<file path="src/rtl/div_sched_if.sv">
// Handshake bundle between the requesters, the divide scheduler and the divider.
// master = requester/divider side, slave = div_sched.
`ifndef LG_PRF_ENTRIES
`define LG_PRF_ENTRIES 6
`endif
`ifndef LG_ROB_ENTRIES
`define LG_ROB_ENTRIES 5
`endif
`ifndef M_WIDTH
`define M_WIDTH 32
`endif

interface div_sched_if #(
    parameter int UOP_W = 3 + `LG_PRF_ENTRIES + `LG_ROB_ENTRIES + 2 * `M_WIDTH
);
    logic             req0_valid;
    logic             req0_ready;
    logic [UOP_W-1:0] req0_uop;
    logic             req1_valid;
    logic             req1_ready;
    logic [UOP_W-1:0] req1_uop;
    logic             div_start;
    logic [UOP_W-1:0] div_uop;
    logic             div_complete;
    logic             drop_result;

    modport master (
        output req0_valid, req0_uop, req1_valid, req1_uop, div_complete,
        input  req0_ready, req1_ready, div_start, div_uop, drop_result
    );

    modport slave (
        input  req0_valid, req0_uop, req1_valid, req1_uop, div_complete,
        output req0_ready, req1_ready, div_start, div_uop, drop_result
    );
endinterface

</file>
<file path="src/rtl/div_sched.sv">
// Divide-uop scheduler: two-requester arbiter, circular pending queue, issue FSM.
// Define DIV_SCHED_RR_EN for round-robin arbitration; fixed priority (req0) otherwise.
`ifndef LG_PRF_ENTRIES
`define LG_PRF_ENTRIES 6
`endif
`ifndef LG_ROB_ENTRIES
`define LG_ROB_ENTRIES 5
`endif
`ifndef M_WIDTH
`define M_WIDTH 32
`endif

module div_sched #(
    parameter int LG_Q = 2
) (
    input  logic          clk,
    input  logic          reset,
    input  logic          flush,
    div_sched_if.slave    bus,
    output logic [LG_Q:0] occupancy,
    output logic          busy
);
    localparam int Q     = 1 << LG_Q;
    localparam int UOP_W = 3 + `LG_PRF_ENTRIES + `LG_ROB_ENTRIES + 2 * `M_WIDTH;

    localparam logic [1:0] IDLE  = 2'd0;
    localparam logic [1:0] BUSY  = 2'd1;
    localparam logic [1:0] DRAIN = 2'd2;

    logic [1:0]       state, state_nxt;
    logic [LG_Q:0]    head, tail;
    logic [UOP_W-1:0] q_mem [Q];
    logic             full, empty, can_acc;
    logic             accept0, accept1, push, issue;
    logic [UOP_W-1:0] push_uop;

    // Pointers carry a wrap bit so full and empty are distinguishable.
    assign empty     = (head == tail);
    assign full      = (head[LG_Q] != tail[LG_Q]) && (head[LG_Q-1:0] == tail[LG_Q-1:0]);
    assign occupancy = tail - head;
    assign can_acc   = !full && !flush;

`ifdef DIV_SCHED_RR_EN
    logic rr_turn;  // 0: req0 wins a tie, 1: req1 wins a tie

    assign bus.req0_ready = can_acc && (!rr_turn || !bus.req1_valid);
    assign bus.req1_ready = can_acc && (rr_turn || !bus.req0_valid);

    always_ff @(posedge clk) begin
        if (reset) begin
            rr_turn <= 1'b0;
        end else if (accept0) begin
            rr_turn <= 1'b1;
        end else if (accept1) begin
            rr_turn <= 1'b0;
        end
    end
`else
    assign bus.req0_ready = can_acc;
    assign bus.req1_ready = can_acc && !bus.req0_valid;
`endif

    assign accept0  = bus.req0_valid && bus.req0_ready;
    assign accept1  = bus.req1_valid && bus.req1_ready;
    assign push     = accept0 || accept1;
    assign push_uop = accept0 ? bus.req0_uop : bus.req1_uop;

    // Issue is driven by registered queue/FSM state; flush only suppresses it.
    assign issue           = (state == IDLE) && !empty && !flush;
    assign bus.div_start   = issue;
    assign bus.div_uop     = empty ? '0 : q_mem[head[LG_Q-1:0]];
    assign bus.drop_result = bus.div_complete &&
                             (((state == BUSY) && flush) || (state == DRAIN));
    assign busy            = (state != IDLE);

    always_comb begin
        state_nxt = state;
        case (state)
            IDLE:    if (issue) state_nxt = BUSY;
            BUSY: begin
                if (flush)                  state_nxt = bus.div_complete ? IDLE : DRAIN;
                else if (bus.div_complete)  state_nxt = IDLE;
            end
            DRAIN:   if (bus.div_complete) state_nxt = IDLE;
            default: state_nxt = IDLE;
        endcase
    end

    always_ff @(posedge clk) begin
        if (reset) begin
            state <= IDLE;
            head  <= '0;
            tail  <= '0;
        end else begin
            state <= state_nxt;
            if (flush) begin
                head <= tail;
            end else begin
                if (push)  tail <= tail + (LG_Q + 1)'(1);
                if (issue) head <= head + (LG_Q + 1)'(1);
            end
        end
    end

    // Queue storage holds data only and is not reset.
    always_ff @(posedge clk) begin
        if (push) q_mem[tail[LG_Q-1:0]] <= push_uop;
    end
endmodule

</file>
<file path="src/flat_wrapper.sv">
// flat-port wrapper written by rule: the top's interface ports become plain ports
module div_sched_flat 
#(
    parameter int LG_Q = 2
)
  (clk, reset, flush, occupancy, busy, bus_req0_valid, bus_req0_uop, bus_req1_valid, bus_req1_uop, bus_div_complete, bus_req0_ready, bus_req1_ready, bus_div_start, bus_div_uop, bus_drop_result);
  div_sched_if bus_i ();
  input  logic clk;
  input  logic reset;
  input  logic flush;
  output logic [LG_Q:0] occupancy;
  output logic busy;
  input wire logic [$bits(bus_i.req0_valid)-1:0] bus_req0_valid;
  input wire logic [$bits(bus_i.req0_uop)-1:0] bus_req0_uop;
  input wire logic [$bits(bus_i.req1_valid)-1:0] bus_req1_valid;
  input wire logic [$bits(bus_i.req1_uop)-1:0] bus_req1_uop;
  input wire logic [$bits(bus_i.div_complete)-1:0] bus_div_complete;
  output wire logic [$bits(bus_i.req0_ready)-1:0] bus_req0_ready;
  output wire logic [$bits(bus_i.req1_ready)-1:0] bus_req1_ready;
  output wire logic [$bits(bus_i.div_start)-1:0] bus_div_start;
  output wire logic [$bits(bus_i.div_uop)-1:0] bus_div_uop;
  output wire logic [$bits(bus_i.drop_result)-1:0] bus_drop_result;
  assign bus_i.req0_valid = bus_req0_valid;
  assign bus_i.req0_uop = bus_req0_uop;
  assign bus_i.req1_valid = bus_req1_valid;
  assign bus_i.req1_uop = bus_req1_uop;
  assign bus_i.div_complete = bus_div_complete;
  assign bus_req0_ready = bus_i.req0_ready;
  assign bus_req1_ready = bus_i.req1_ready;
  assign bus_div_start = bus_i.div_start;
  assign bus_div_uop = bus_i.div_uop;
  assign bus_drop_result = bus_i.drop_result;
  div_sched #(.LG_Q(LG_Q)) u_core (.clk(clk), .reset(reset), .flush(flush), .bus(bus_i), .occupancy(occupancy), .busy(busy));
endmodule
</file>
<file path="config.mk">
export PLATFORM = sky130hd
export DESIGN_NAME = div_sched_flat
export DESIGN_NICKNAME = d
export VERILOG_FILES = /design/src/rtl/div_sched_if.sv /design/src/rtl/div_sched.sv /design/src/flat_wrapper.sv
export SDC_FILE = /design/constraint.sdc
export NUM_CORES = 1
export LEC_CHECK = 0
export CAP_MARGIN = 20
export CORE_MARGIN = 2
export CORE_UTILIZATION = 30
export DETAILED_ROUTE_END_ITERATION = 12
export GPL_ROUTABILITY_DRIVEN = 0
export MAX_ROUTING_LAYER = met4
export PLACE_DENSITY = 0.49
export RECOVER_POWER = 100
export SLEW_MARGIN = 20
export SYNTH_ARGS = -nofsm -noshare
export SYNTH_HDL_FRONTEND = slang
export SYNTH_SLANG_ARGS = --single-unit
export TNS_END_PERCENT = 20
</file>
<file path="constraint.sdc">
create_clock -name clk -period 8.3 [get_ports clk]
set_clock_uncertainty 0.1 [all_clocks]
set_input_delay 0.83 -clock clk [delete_from_list [all_inputs] [get_ports clk]]
set_output_delay 0.83 -clock clk [all_outputs]
set_load 0.02 [all_outputs]
</file>
# == Yosys cells after proc, flatten, opt, wreduce, memory -nomap -nowiden ==
# Memories as Yosys holds them, arrays and structs flattened. A register that Yosys moved wholly into a read port is not among the register bits.
# Cells that the tools add are included.
# totals
inputBits,162
mem_bits_rw,312
elab_cells,46
memories,1
out_inout_bits,86
regBits,8
# mem_list
name,depth,width,read_ports,rd_clocked_by_memory_dff,write_ports,line,rtl
u_core.q_mem,4,78,1,1,1,div_sched.sv:32,logic [UOP_W-1:0] q_mem [Q];
# classes
n_reduce_logical,19
n_addsub,3
muxes,13
bitwise,1
eq_ne,6
# op_table
cell,n
78-bit 2-to-1 mux,2
2-bit 2-to-1 mux,6
1-bit logical AND,9
3-bit by 1-bit adder with 3-bit output (second input constant),2
3-bit 2-to-1 mux,2
2-bit case mux with 3 select lines,1
1-bit logical NOT,4
2-bit nonzero test,2
3-bit == test,1
3-bit subtractor,1
2-bit by 1-bit == test with 1-bit output (second input constant),1
2-bit == test,1
2-bit == test (second input constant),1
2-bit logical NOT,1
1-bit logical OR,2
1-bit 2-to-1 mux,2
2-bit inequality test (second input constant),1
2-bit AND reduction,1
1-bit inequality test,1
1-bit inverter,1

# == Logic depth before layout (Yosys ltp) ==
# depth
ltp_word,9
depth_mapped,7
mapped_depth_nobuf,6

# == Worst setup path before layout ==
# OpenSTA, ideal clock, no wires.
# synth_timing
kind,input port to flip-flop
from,input flush
to,memory u_core.q_mem[0][0] (netlist bit) (enable)
arrival_time_ns,3.331
path_buffers,1
stages,3
path_slack_ns,4.424
path_cell_list,clkbuf_1 > a311oi_2 > and2_1
# synth_between
elab_chain_cells,7
# synth_rtl
item,line,rtl
start: declaration,flat_wrapper.sv:10,input logic flush;
1-bit logical NOT *,div_sched.sv:41,assign can_acc = !full && !flush;
1-bit logical AND *,div_sched.sv:41,
1-bit logical AND,div_sched.sv:60,assign bus.req1_ready = can_acc && !bus.req0_valid;
1-bit logical AND,div_sched.sv:64,assign accept1 = bus.req1_valid && bus.req1_ready;
1-bit logical OR *,div_sched.sv:65,assign push = accept0 || accept1;
1-bit 2-to-1 mux *,div_sched.sv:107,if (push) q_mem[tail[LG_Q-1:0]] <= push_uop;
1-bit 2-to-1 mux (not written as such) *,div_sched.sv:107,
end: declaration,div_sched.sv:32,
# Every way passes the cells marked *; elsewhere a longest branch is shown, timed or not.

# == Worst setup path after layout ==
# layout_timing
from,input flush
to,memory u_core.q_mem[0][62] (netlist bit) (enable)
# The elaborated chain is that of the path after synthesis.

==> reports/qor.json <==
{
  "path_class": {"value": "input port to register"},
  "p_sw": {"value": 0.001040, "unit": "W"},
  "synthCells": {"value": 648},
  "worstSetupStartpointType": {"value": "input port"},
  "diodes": {"value": 0},
  "place.detailed.hpwl": {"value": 17150, "unit": "um"},
  "setup_viol_count_final": {"value": 0},
  "die_h": {"value": 215.4, "unit": "um"},
  "nNetsFinal": {"value": 1075},
  "unrepaired_setup_endpoints_after_global_routing": {"value": "false"},
  "timing.critical_path.required": {"value": 8300, "unit": "ps"},
  "largest_net_degree_at_the_start_of_global_routing": {"value": 81},
  "crit_path_max_incr_delay": {"value": 1990, "unit": "ps"},
  "fraction_of_the_yosys_area_taken_by_sequential_cells": {"value": 71.37, "unit": "%"},
  "synth.cell_area": {"value": 13410, "unit": "um2"},
  "clock_tree_from_tritoncts": {"value": "yes"},
  "yosys_synthesis_warning_count": {"value": 0},
  "drc": {"value": 0},
  "violations": {"value": "capacitance limit, slew limit"},
  "layout.cells.most_common": {"value": "sky130_fd_sc_hd__edfxtp_1"},
  "average_wire_per_cell_in_the_routed_design": {"value": 19.15, "unit": "um"},
  "die_x": {"value": 215.4, "unit": "um"},
  "post_cts.resized_instances": {"value": 0},
  "first_global_vias": {"value": 7634},
  "critical_path.top_delay_family": {"value": "buffers and inverters"},
  "cell_internal_pwr": {"value": 0.003194, "unit": "W"},
  "cpMaxStageDelayCell": {"value": "sky130_fd_sc_hd__and2_0"},
  "port_buffers": {"value": 247},
  "clock_tree.htree_level_count": {"value": 2},
  "vdd_drop_max": {"value": 0.1303, "unit": "mV"},
  "core.rowCount": {"value": 77},
  "fp.dieArea": {"value": 46400, "unit": "um2"},
  "path_clk_slew": {"value": 50, "unit": "ps"},
  "seq_power_share": {"value": 45.6, "unit": "%"},
  "detail_route.wirelength": {"value": 29010, "unit": "um"},
  "start_util": {"value": 30.39, "unit": "%"},
  "area_of_the_core": {"value": 44120, "unit": "um2"},
  "post_route_cells_drive_above_1_share": {"value": 14.08, "unit": "%"},
  "post_cts_buffers": {"value": 0},
  "postCtsHoldBufs": {"value": 0},
  "combPwrFrac": {"value": 19.5, "unit": "%"},
  "finalMaxSlewViolations": {"value": 360},
  "p_leak": {"value": 5.648, "unit": "nW"},
  "totalNegativeSetupSlack": {"value": 0, "unit": "ps"},
  "period_minus_slack": {"value": 5845, "unit": "ps"},
  "run_status": {"value": "finished, violations left"},
  "fmaxAchievable": {"value": 171.1, "unit": "MHz"},
  "setup.reg_to_reg.worst_slack": {"value": 2470, "unit": "ps"},
  "final-seq-area": {"value": 9577, "unit": "um2"},
  "cts_buffers": {"value": 37},
  "multiInputGateArea": {"value": 3507, "unit": "um2"},
  "first_pass_iteration_count_of_the_detailed_router": {"value": 4},
  "area_delta_synth_final": {"value": 30.11, "unit": "%"},
  "number_of_antenna_violations_at_the_first_check_in_global_routing": {"value": 0},
  "p_sw_share": {"value": 24.56, "unit": "%"},
  "hold_path.class": {"value": "register to register"},
  "final.fill_count": {"value": 4166},
  "vias": {"value": 6839},
  "ratio_of_final_minimum_period_to_clock_period": {"value": 70.42, "unit": "%"},
  "hold_violations": {"value": 0},
  "power_frac_clock": {"value": 34.9, "unit": "%"},
  "series_of_cell_instances_along_the_critical_path": {"value": "dlygate4sd3_1, a311oi_1, and2_0, clkbuf_2"},
  "max-clock-path-buffers": {"value": 3},
  "cp-end-kind": {"value": "register"},
  "clock_tree.root_cell": {"value": "sky130_fd_sc_hd__clkbuf_16"},
  "grt_util_all_layers": {"value": 12.96, "unit": "%"},
  "layout_common_cells": {"value": "sky130_fd_sc_hd__edfxtp_1 (312), sky130_fd_sc_hd__clkdlybuf4s50_1 (187), sky130_fd_sc_hd__mux2_1 (78), sky130_fd_sc_hd__mux4_2 (78), sky130_fd_sc_hd__dlygate4sd3_1 (60)"},
  "syn_nets": {"value": 818},
  "dr.first_iter.drc_count": {"value": 314},
  "routed_via_density": {"value": 4.514},
  "worst_pin_slew": {"value": 2690, "unit": "ps"},
  "data_arrival_critical_path": {"value": 5840, "unit": "ps"},
  "crit_path_max_fanout": {"value": 47},
  "gr-total-overflow": {"value": 0},
  "final_util": {"value": 39.54, "unit": "%"},
  "pin_count": {"value": 248},
  "slew-limit-headroom": {"value": -79.42, "unit": "%"},
  "synth.lib_cells_used.distinct": {"value": 34},
  "ant_nets": {"value": 0},
  "maxCapViolations": {"value": 9},
  "power.density": {"value": 242.7, "unit": "nW/um2"},
  "crit_buf_inv": {"value": 2},
  "post_synth.cell_area_avg": {"value": 20.69, "unit": "um2"},
  "synth-seq-cells": {"value": 322},
  "tritoncts_num_sinks": {"value": 322},
  "clk-insertion-delay-late": {"value": 510, "unit": "ps"},
  "first_pass_grt_wire_length": {"value": 44820, "unit": "um"}
}
-- registers in the layout, summed over array words and instances, names as in the netlist, named ones only --
name	flops
u_core.head	3
u_core.q_mem	312
u_core.state	2
u_core.tail	3
-- power groups by stage --
stage	clock network (W)	logic (W)	registers, W
final	0.00148	0.000824	0.00193
after global routing	0.00159	0.000897	0.00194
after CTS	0.00153	0.000905	0.00193
after detailed placement	0	0.000901	0.00196
after global placement	0	0.000900	0.00196
after floorplan	0	0.000512	0.00193
-- routing by layer --
layer / GRT usage, % / vias to the layer above / part of all wire (%)
met3: 3.820 / 40 / 6.8
met4: 2.989 / 0 / 1.6
li1: - / 3101 / -
met5: - / - / 0
met1: 15.52 / 3508 / 43
met2: 21.63 / 190 / 49
-- cells in the mapped netlist --
| master | n | area [um2] |
|---|---|---|
| sky130_fd_sc_hd__edfxtp_1 | 312 | 9369 |
| sky130_fd_sc_hd__and2_1 | 82 | 513.0 |
| sky130_fd_sc_hd__mux4_2 | 78 | 1757 |
| sky130_fd_sc_hd__mux2_2 | 58 | 653.1 |
| sky130_fd_sc_hd__mux2_4 | 20 | 300.3 |
| sky130_fd_sc_hd__clkbuf_1 | 15 | 56.30 |
| sky130_fd_sc_hd__dfxtp_1 | 10 | 200.2 |
| sky130_fd_sc_hd__buf_4 | 8 | 60.06 |
| sky130_fd_sc_hd__buf_2 | 7 | 35.03 |
| sky130_fd_sc_hd__ha_1 | 7 | 87.58 |
| sky130_fd_sc_hd__inv_1 | 7 | 26.28 |
| sky130_fd_sc_hd__nor2_1 | 5 | 18.77 |
| sky130_fd_sc_hd__xnor2_1 | 5 | 43.79 |
| sky130_fd_sc_hd__a21oi_1 | 3 | 15.01 |
| sky130_fd_sc_hd__buf_1 | 3 | 11.26 |
| sky130_fd_sc_hd__nand2_1 | 3 | 11.26 |
| sky130_fd_sc_hd__nor2b_1 | 3 | 18.77 |
| sky130_fd_sc_hd__buf_12 | 2 | 40.04 |
| sky130_fd_sc_hd__mux2i_1 | 2 | 20.02 |
| sky130_fd_sc_hd__nand3_1 | 2 | 10.01 |
| sky130_fd_sc_hd__o21a_1 | 2 | 15.01 |
| sky130_fd_sc_hd__o21ai_0 | 2 | 10.01 |
| sky130_fd_sc_hd__a21o_1 | 1 | 7.510 |
| sky130_fd_sc_hd__a221oi_1 | 1 | 8.760 |
| sky130_fd_sc_hd__a311oi_2 | 1 | 15.01 |
| sky130_fd_sc_hd__a31oi_1 | 1 | 6.260 |
| sky130_fd_sc_hd__a31oi_4 | 1 | 21.27 |
| sky130_fd_sc_hd__buf_6 | 1 | 11.26 |
| sky130_fd_sc_hd__fa_1 | 1 | 20.02 |
| sky130_fd_sc_hd__nand2_4 | 1 | 11.26 |
| sky130_fd_sc_hd__nor3_1 | 1 | 5.000 |
| sky130_fd_sc_hd__nor4_1 | 1 | 6.260 |
| sky130_fd_sc_hd__o211ai_1 | 1 | 7.510 |
| sky130_fd_sc_hd__xor2_2 | 1 | 16.27 |
-- cells by family (layout without fill, tap and decap cells) --
| logic type | Yosys count | after routing | synth area share, % |
|---|---|---|---|
| AO/OA/AOI/OAI | 13 | 13 | 0.7932 |
| XOR/XNOR | 6 | 6 | 0.4479 |
| adder cells (fa/ha/maj) | 8 | 8 | 0.8025 |
| buffers and inverters | 43 | 318 | 1.792 |
| flip-flops | 322 | 322 | 71.37 |
| multiplexers | 158 | 158 | 20.36 |
| AND/OR/NAND/NOR | 98 | 98 | 4.433 |
-- through the flow --
step / cell area (um2) / instances / hold slack, ps / total power [W] / worst slack [ps]
floorplan: 13410 / 648 / 343.9 / 0.002447 / 4424
global placement: 16490 / 1458 / 354.3 / 0.002862 / 4083
detailed placement: 16490 / 1458 / 376.9 / 0.002865 / 4102
CTS: 17570 / 1515 / 374.7 / 0.004366 / 3524
global route: 17450 / 1515 / 399.7 / 0.004432 / 1870
finish: 17450 / 1515 / 381.9 / 0.004234 / 2455
-- layout make-up --
class	instances	area share, %
Clock buffer	53	5.824
Clock inverter	4	0.3873
Sequential cell	322	54.89
Multi-Input combinational cell	283	20.10
Timing Repair Buffer	254	14.39
Tap cell	592	4.246
Inverter	7	0.1506
-- worst paths after layout --
path	start	endpoint	depth (start not counted)
hold / removal	u_core.state[1]	u_core.state[0]	1
setup / recovery	flush	u_core.q_mem[0][62]	4
hold reg to reg	u_core.state[1]	u_core.state[0]	1
setup reg to reg	u_core.tail[0]	u_core.q_mem[0][62]	5
(Power assumes the default switching activity.)
